<file path="config.mk">
export PLATFORM = sky130hd
export DESIGN_NAME = rs_encoder_stream
export DESIGN_NICKNAME = d
export VERILOG_FILES = /design/src/rtl/rs_encoder_stream.sv
export SDC_FILE = /design/constraint.sdc
export NUM_CORES = 2
export LEC_CHECK = 0
export BUFFER_PORTS_ARGS = -buffer_cell sky130_fd_sc_hd__buf_4
export CAP_MARGIN = 20
export CORE_UTILIZATION = 66
export DETAILED_ROUTE_END_ITERATION = 10
export PLACE_DENSITY = 0.94
export REMOVE_ABC_BUFFERS = 1
export SETUP_SLACK_MARGIN = 0.4
export SLEW_MARGIN = 20
export SYNTH_ARGS = -nofsm -noshare
export SYNTH_HDL_FRONTEND = slang
export SYNTH_SLANG_ARGS = --single-unit
</file>
<file path="constraint.sdc">
create_clock -name clk -period 20.3 [get_ports clk]
set_input_delay 4.06 -clock clk [delete_from_list [all_inputs] [get_ports clk]]
set_output_delay 4.06 -clock clk [all_outputs]
set_load 0.1 [all_outputs]
</file>
<file path="src/rtl/rs_encoder_stream.sv">
// Systematic RS(255,239)-family stream encoder over GF(256) with 16 parity bytes.
// Message beats pass straight through, and one 16-byte parity beat is appended per codeword.
module rs_encoder_stream #(
  parameter int MSG_BEATS = 14
) (
  input  logic         clk,
  input  logic         rst_n,
  input  logic         clear,
  input  logic [127:0] in_data,
  input  logic         in_valid,
  output logic         in_ready,
  output logic [127:0] out_data,
  output logic         out_valid,
  input  logic         out_ready,
  output logic         out_last,
  output logic         busy
);

  typedef enum logic {
    ST_DATA   = 1'b0,
    ST_PARITY = 1'b1
  } state_t;

  localparam logic [3:0] LAST_BEAT = 4'(MSG_BEATS - 1);

  // GF(256) multiply, field polynomial x^8+x^4+x^3+x^2+1
  function automatic logic [7:0] gf256_mul(input logic [7:0] a, input logic [7:0] b);
    logic [7:0] p;
    logic [7:0] aa;
    p  = 8'h00;
    aa = a;
    for (int i = 0; i < 8; i++) begin
      if (b[i]) p = p ^ aa;
      else      p = p;
      aa = aa[7] ? ({aa[6:0], 1'b0} ^ 8'h1D) : {aa[6:0], 1'b0};
    end
    return p;
  endfunction

  // Coefficients g_0..g_15 of prod_{j=0..15}(x + alpha^j); g_16 = 1 is implicit
  function automatic logic [127:0] gen_poly();
    logic [135:0] p;
    logic [7:0]   a;
    p = 136'd1;
    a = 8'h01;
    for (int j = 0; j < 16; j++) begin
      for (int k = 16; k >= 1; k--) begin
        p[8*k +: 8] = p[8*(k-1) +: 8] ^ gf256_mul(p[8*k +: 8], a);
      end
      p[7:0] = gf256_mul(p[7:0], a);
      a = gf256_mul(a, 8'h02);
    end
    return p[127:0];
  endfunction

  localparam logic [127:0] GEN = gen_poly();

  // Sixteen unrolled LFSR steps, lane 0 (highest-degree byte) first
  function automatic logic [127:0] lfsr_beat(input logic [127:0] par_in, input logic [127:0] beat);
    logic [127:0] par;
    logic [7:0]   fb;
    par = par_in;
    for (int i = 0; i < 16; i++) begin
      fb = beat[8*i +: 8] ^ par[127:120];
      for (int k = 15; k >= 1; k--) begin
        par[8*k +: 8] = par[8*(k-1) +: 8] ^ gf256_mul(fb, GEN[8*k +: 8]);
      end
      par[7:0] = gf256_mul(fb, GEN[7:0]);
    end
    return par;
  endfunction

  // Parity register holds par[15] in the top byte; it leaves on lane 0
  function automatic logic [127:0] lane_order(input logic [127:0] par);
    logic [127:0] r;
    for (int i = 0; i < 16; i++) begin
      r[8*i +: 8] = par[8*(15-i) +: 8];
    end
    return r;
  endfunction

  state_t       state_r, state_s;
  logic [3:0]   beat_cnt_r, beat_cnt_s;
  logic [127:0] par_r, par_s;
  logic         in_ready_s, out_valid_s, out_last_s;
  logic [127:0] out_data_s;

  // State, beat counter and parity register
  always_ff @(posedge clk or negedge rst_n) begin
    if (!rst_n) begin
      state_r    <= ST_DATA;
      beat_cnt_r <= 4'd0;
      par_r      <= 128'd0;
    end else begin
      state_r    <= state_s;
      beat_cnt_r <= beat_cnt_s;
      par_r      <= par_s;
    end
  end

  // Next-state logic and stream handshakes
  always_comb begin
    state_s     = state_r;
    beat_cnt_s  = beat_cnt_r;
    par_s       = par_r;
    in_ready_s  = 1'b0;
    out_valid_s = 1'b0;
    out_last_s  = 1'b0;
    out_data_s  = 128'd0;
    if (clear) begin
      state_s    = ST_DATA;
      beat_cnt_s = 4'd0;
      par_s      = 128'd0;
    end else begin
      case (state_r)
        ST_DATA: begin
          in_ready_s  = out_ready;
          out_valid_s = in_valid;
          out_data_s  = in_data;
          if (in_valid && out_ready) begin
            par_s = lfsr_beat(par_r, in_data);
            if (beat_cnt_r == LAST_BEAT) begin
              beat_cnt_s = 4'd0;
              state_s    = ST_PARITY;
            end else begin
              beat_cnt_s = beat_cnt_r + 4'd1;
            end
          end else begin
            par_s = par_r;
          end
        end
        ST_PARITY: begin
          out_valid_s = 1'b1;
          out_last_s  = 1'b1;
          out_data_s  = lane_order(par_r);
          if (out_ready) begin
            par_s   = 128'd0;
            state_s = ST_DATA;
          end else begin
            state_s = ST_PARITY;
          end
        end
        default: begin
          state_s    = ST_DATA;
          beat_cnt_s = 4'd0;
          par_s      = 128'd0;
        end
      endcase
    end
  end

  // Outputs are forced quiet while reset is held
  assign in_ready  = rst_n & in_ready_s;
  assign out_valid = rst_n & out_valid_s;
  assign out_last  = rst_n & out_last_s;
  assign out_data  = rst_n ? out_data_s : 128'd0;
  assign busy      = (beat_cnt_r != 4'd0) || (state_r == ST_PARITY);

endmodule

</file>
==> results of run 1 <==
timing repair:
| action | CTS |
|---|---|
| buffers inserted | 19 |
| gates resized for setup | 116 |
| pin swaps | 22 |
| setup endpoints to repair | 128 |
per-stage QoR:
step / area (sq um) / setup TNS, ns / util (%) / std cells / setup WS [ns]
2_1_floorplan: 54900 / -573.94 / - / 4920 / -5.05
3_3_place_gp: 62400 / -66.44 / 74.6 / 6836 / -1.12
3_5_place_dp: 62400 / -160.56 / 74.6 / 6836 / -1.89
4_1_cts: 63900 / 0 / 76.3 / 6887 / 0.403
layer usage:
metal	GRT usage, %	GRT overflow
met4	69.4	167
met1	75.2	16
met3	65.4	16
met2	86.0	206
met5	43.1	6
cell families after synthesis:
kind of cell,share of synthesized area [%]
adder cells (fa/ha/maj),0.0672
AO/OA/AOI/OAI,1.51
multiplexers,2.29
AND/OR/NAND/NOR,1.65
XOR/XNOR,86.8
flip-flops,5.96
buffers and inverters,1.69
==> impl_metrics.env, run 1 <==
export IMPL_overflow=411
export IMPL_cts_num_sinks=133
export IMPL_haltStage="global routing (5_1_grt)"
export IMPL_grt_pass1_vias=55800
export IMPL_syn_cell_area_sq_um=55900
export IMPL_yosysTopAreaCell="xnor2_1"
export IMPL_dieHeight_um=293
export IMPL_synthArstFlopShare_pct=100
export IMPL_yosysUniqueCellTypes=39
export IMPL_synth_area_leaders="xnor2_1, xnor3_1, xor2_1, dfrtp_1, xor3_1"
export IMPL_htree_levels=4
export IMPL_dpl_hpwl_um=226000
export IMPL_port_buffers=264
export IMPL_globalRouteTotalUtil_pct=74.4
export IMPL_hold_buffers=0
export IMPL_outcome="aborted with a tool error"
export IMPL_fp_dieW_um=293
export IMPL_yosys_warnings=0
export IMPL_synth_commonest_cells="xnor2_1, xor2_1, xnor3_1"
export IMPL_grt_max_degree=87
export IMPL_syn_inst=5098
export IMPL_io_pins=265
export IMPL_ys_seq_area_share_pct=5.96
export IMPL_rows=106
export IMPL_synth_edff_count=0
export IMPL_synth_seq_cells=133
export IMPL_synth_top_area_share_pct=45.0
export IMPL_start_util_pct=66.7
export IMPL_cts_root_buf="clkbuf_16"
export IMPL_cts_buffer_depth=2
export IMPL_error="[ERROR GRT-0116] Global routing finished with congestion. Check the congestion regions in the DRC Viewer."
export IMPL_cts_made_buffers=17
export IMPL_grt_pass1_wl_um=453000
export IMPL_yosysMostFrequentCell="xnor2_1"
export IMPL_syn_avg_cell_area_sq_um=11.0
export IMPL_yosys_most_used_dff="dfrtp_1"
export IMPL_gp_congestion=1.35
==> inputs of run 2 (changes only) <==
- CORE_UTILIZATION: 66 -> 40
- PLACE_DENSITY: 0.94 -> not set
- PLACE_DENSITY_LB_ADDON: not set -> 0.15
- SETUP_SLACK_MARGIN: 0.4 -> not set
==> run 2 against run 1 <==
Against the previous run:
- the flow now finishes without violations
- synthesized cell count is the same
- area after synthesis is the same
==> impl_metrics.env, run 2 <==
export IMPL_finalInstanceArea_sq_um=67100
export IMPL_drc=0
export IMPL_synth_top_area_share_pct=45.0
export IMPL_globalRouteTotalUtil_pct=47.6
export IMPL_critical_path_slowest_cell="xor3_1"
export IMPL_clk_latency_ns=0.46
export IMPL_io_pins=265
export IMPL_grt_max_degree=87
export IMPL_dieArea_sq_um=141000
export IMPL_dpl_hpwl_um=299000
export IMPL_hold_buffers=0
export IMPL_slew_violations=0
export IMPL_core_sq_um=138000
export IMPL_vias=44600
export IMPL_yosys_warnings=0
export IMPL_worstHoldPathType="register to register"
export IMPL_antenna_found_initial=13
export IMPL_vias_per_cell=5.64
export IMPL_fin_setup_tns_ns=0
export IMPL_totalWireLength_um=342000
export IMPL_endpoint_kind="register"
export IMPL_setup_viol=0
export IMPL_crit_arrival_ns=20.53
export IMPL_fmax_mhz=49.4
export IMPL_dieHeight_um=376
export IMPL_synth_commonest_cells="xnor2_1, xor2_1, xnor3_1"
export IMPL_start_util_pct=40.5
export IMPL_timing_critical_path_mode_cell="xnor3_1"
export IMPL_reg_top3="par_r (128), beat_cnt_r (4), state_r (1)"
export IMPL_placed_area_sq_um=65800
export IMPL_layout_commonest_cell="xnor2_1"
export IMPL_fp_dieW_um=376
export IMPL_port_buffers=264
export IMPL_path_clk_slew_ns=0.07
export IMPL_yosys_most_used_dff="dfrtp_1"
export IMPL_whs_ns=0.527
export IMPL_worstSetupStartpoint="in_data[1]"
export IMPL_outcome="finished, final reports clean"
export IMPL_cts_root_buf="clkbuf_16"
export IMPL_slew_headroom_pct=13.8
export IMPL_synth_seq_cells=133
export IMPL_wl_per_cell_um=43.3
export IMPL_yosysMostFrequentCell="xnor2_1"
export IMPL_final_cell_mix="xnor2_1, buf_4, xor2_1"
export IMPL_syn_cell_area_sq_um=55900
export IMPL_worstMarginPinSlew_ns=1.29
export IMPL_syn_avg_cell_area_sq_um=11.0
export IMPL_synth_area_leaders="xnor2_1, xnor3_1, xor2_1, dfrtp_1, xor3_1"
export IMPL_startpoint_type="input pin"
export IMPL_cts_made_buffers=17
export IMPL_crit_buf_inv=8
export IMPL_syn_to_final_growth_pct=20.1
export IMPL_r2r_start="par_r[123]"
export IMPL_ant_nets=0
export IMPL_cts_num_sinks=133
export IMPL_yosysTopAreaCell="xnor2_1"
export IMPL_syn_inst=5098
export IMPL_fin_util_pct=48.6
export IMPL_ys_seq_area_share_pct=5.96
export IMPL_critical_path_max_stage_delay_ns=0.77
export IMPL_grt_pass1_wl_um=438000
export IMPL_overflow=0
export IMPL_drtPass1Iterations=5
export IMPL_cts_tree="done"
export IMPL_cts_buffer_depth=2
export IMPL_cap_viol_max_count=0
export IMPL_worst_path_max_fanout=8
export IMPL_synthArstFlopShare_pct=100
export IMPL_fin_skew_ns=0.0213
export IMPL_timing_final_crit_share_pct=99.7
export IMPL_crit_family="XOR/XNOR gates"
export IMPL_largest_reg_flops=128
export IMPL_min_from="par_r[6]"
export IMPL_grt_pass1_vias=43500
export IMPL_yosysUniqueCellTypes=39
export IMPL_grt_setup_unrepaired="true"
export IMPL_gp_congestion=1.10
export IMPL_rows=136
export IMPL_synth_edff_count=0
export IMPL_layout_drive_gt1_share_pct=23.5
export IMPL_htree_levels=4
export IMPL_min_period_ns=20.25
export IMPL_max_flop_register="par_r"
export IMPL_required_ns=20.59
export IMPL_layout_nets=6164
export IMPL_hold_viol_final=0
export IMPL_drtIter0Drc=6908
export IMPL_critical_path_class="input pin to register"
## run 2: cell counts after synthesis
Identical to the previous run, type by type.
## run 2: worst paths after layout
path | to | slack (ns) | cells after the start
max in group asynchronous | par_r[110] | 15.27 | 2
min in group asynchronous | beat_cnt_r[1] | 3.67 | 1
min | par_r[6] | 0.53 | 2
max reg2reg | par_r[76] | 3.24 | 46
min reg2reg | par_r[6] | 0.53 | 2
max | par_r[76] | 0.05 | 43
## run 2: worst register-to-register path, delay by kind of cell (launching register included)
family                 cells  cell delay, ns
XOR/XNOR                  34           13.61
buffers and inverters     11            2.64
flip-flops                 1            0.53
AO/OA/AOI/OAI              1            0.10
## run 2: cell type report
cell class | count | area, sq um
Antenna cell | 5 | 12.5
Clock buffer | 19 | 443
Clock inverter | 13 | 218
Fill cell | 13100 | 70900
Inverter | 8 | 30.0
Multi-Input combinational cell | 4779 | 52400
Sequential cell | 133 | 3330
Tap cell | 1863 | 2330
Timing Repair Buffer | 1089 | 8370
## run 2: repair_timing
action | CTS | global route
setup buffers | 2 | 13
endpoints found under the setup margin | 112 | 99
gates resized for setup | 26 | 50
pin swaps | 1 | 8
## run 2: logic make-up (layout without fill, tap and decap cells)
| logic type | count (synthesis) | after routing | share of synthesized area [%] |
|---|---|---|---|
| other | 0 | 5 | 0 |
| AOI/OAI and AO/OA | 136 | 136 | 1.51 |
| xor gates and xnor gates | 4277 | 4277 | 86.8 |
| adders and majority gates | 3 | 3 | 0.0672 |
| buffers and inverters | 186 | 1129 | 1.69 |
| and+or+nand+nor | 235 | 235 | 1.65 |
| DFF | 133 | 133 | 5.96 |
| muxes | 128 | 128 | 2.29 |
## run 2: routing by layer
layer	share of wire (%)	vias up	GRT usage, %
met1	40	22800	62.8
met4	7.2	16	27.3
met3	11	714	10.8
li1	-	18100	-
met5	0.028	-	0
met2	43	3057	71.3
## run 2: per-stage QoR
stage	worst slack (ns)	cells
4_1_cts	-0.0627	7891
5_1_grt	-0.0482	7904
6_report	0.0536	7909
3_5_place_dp	-1.27	7857
3_3_place_gp	-1.53	7857
2_1_floorplan	-5.05	4920
Power of run 2 is left out: the tool's default activity adds up to more than one toggle a clock period on the data nets, which glitch-free logic cannot reach.
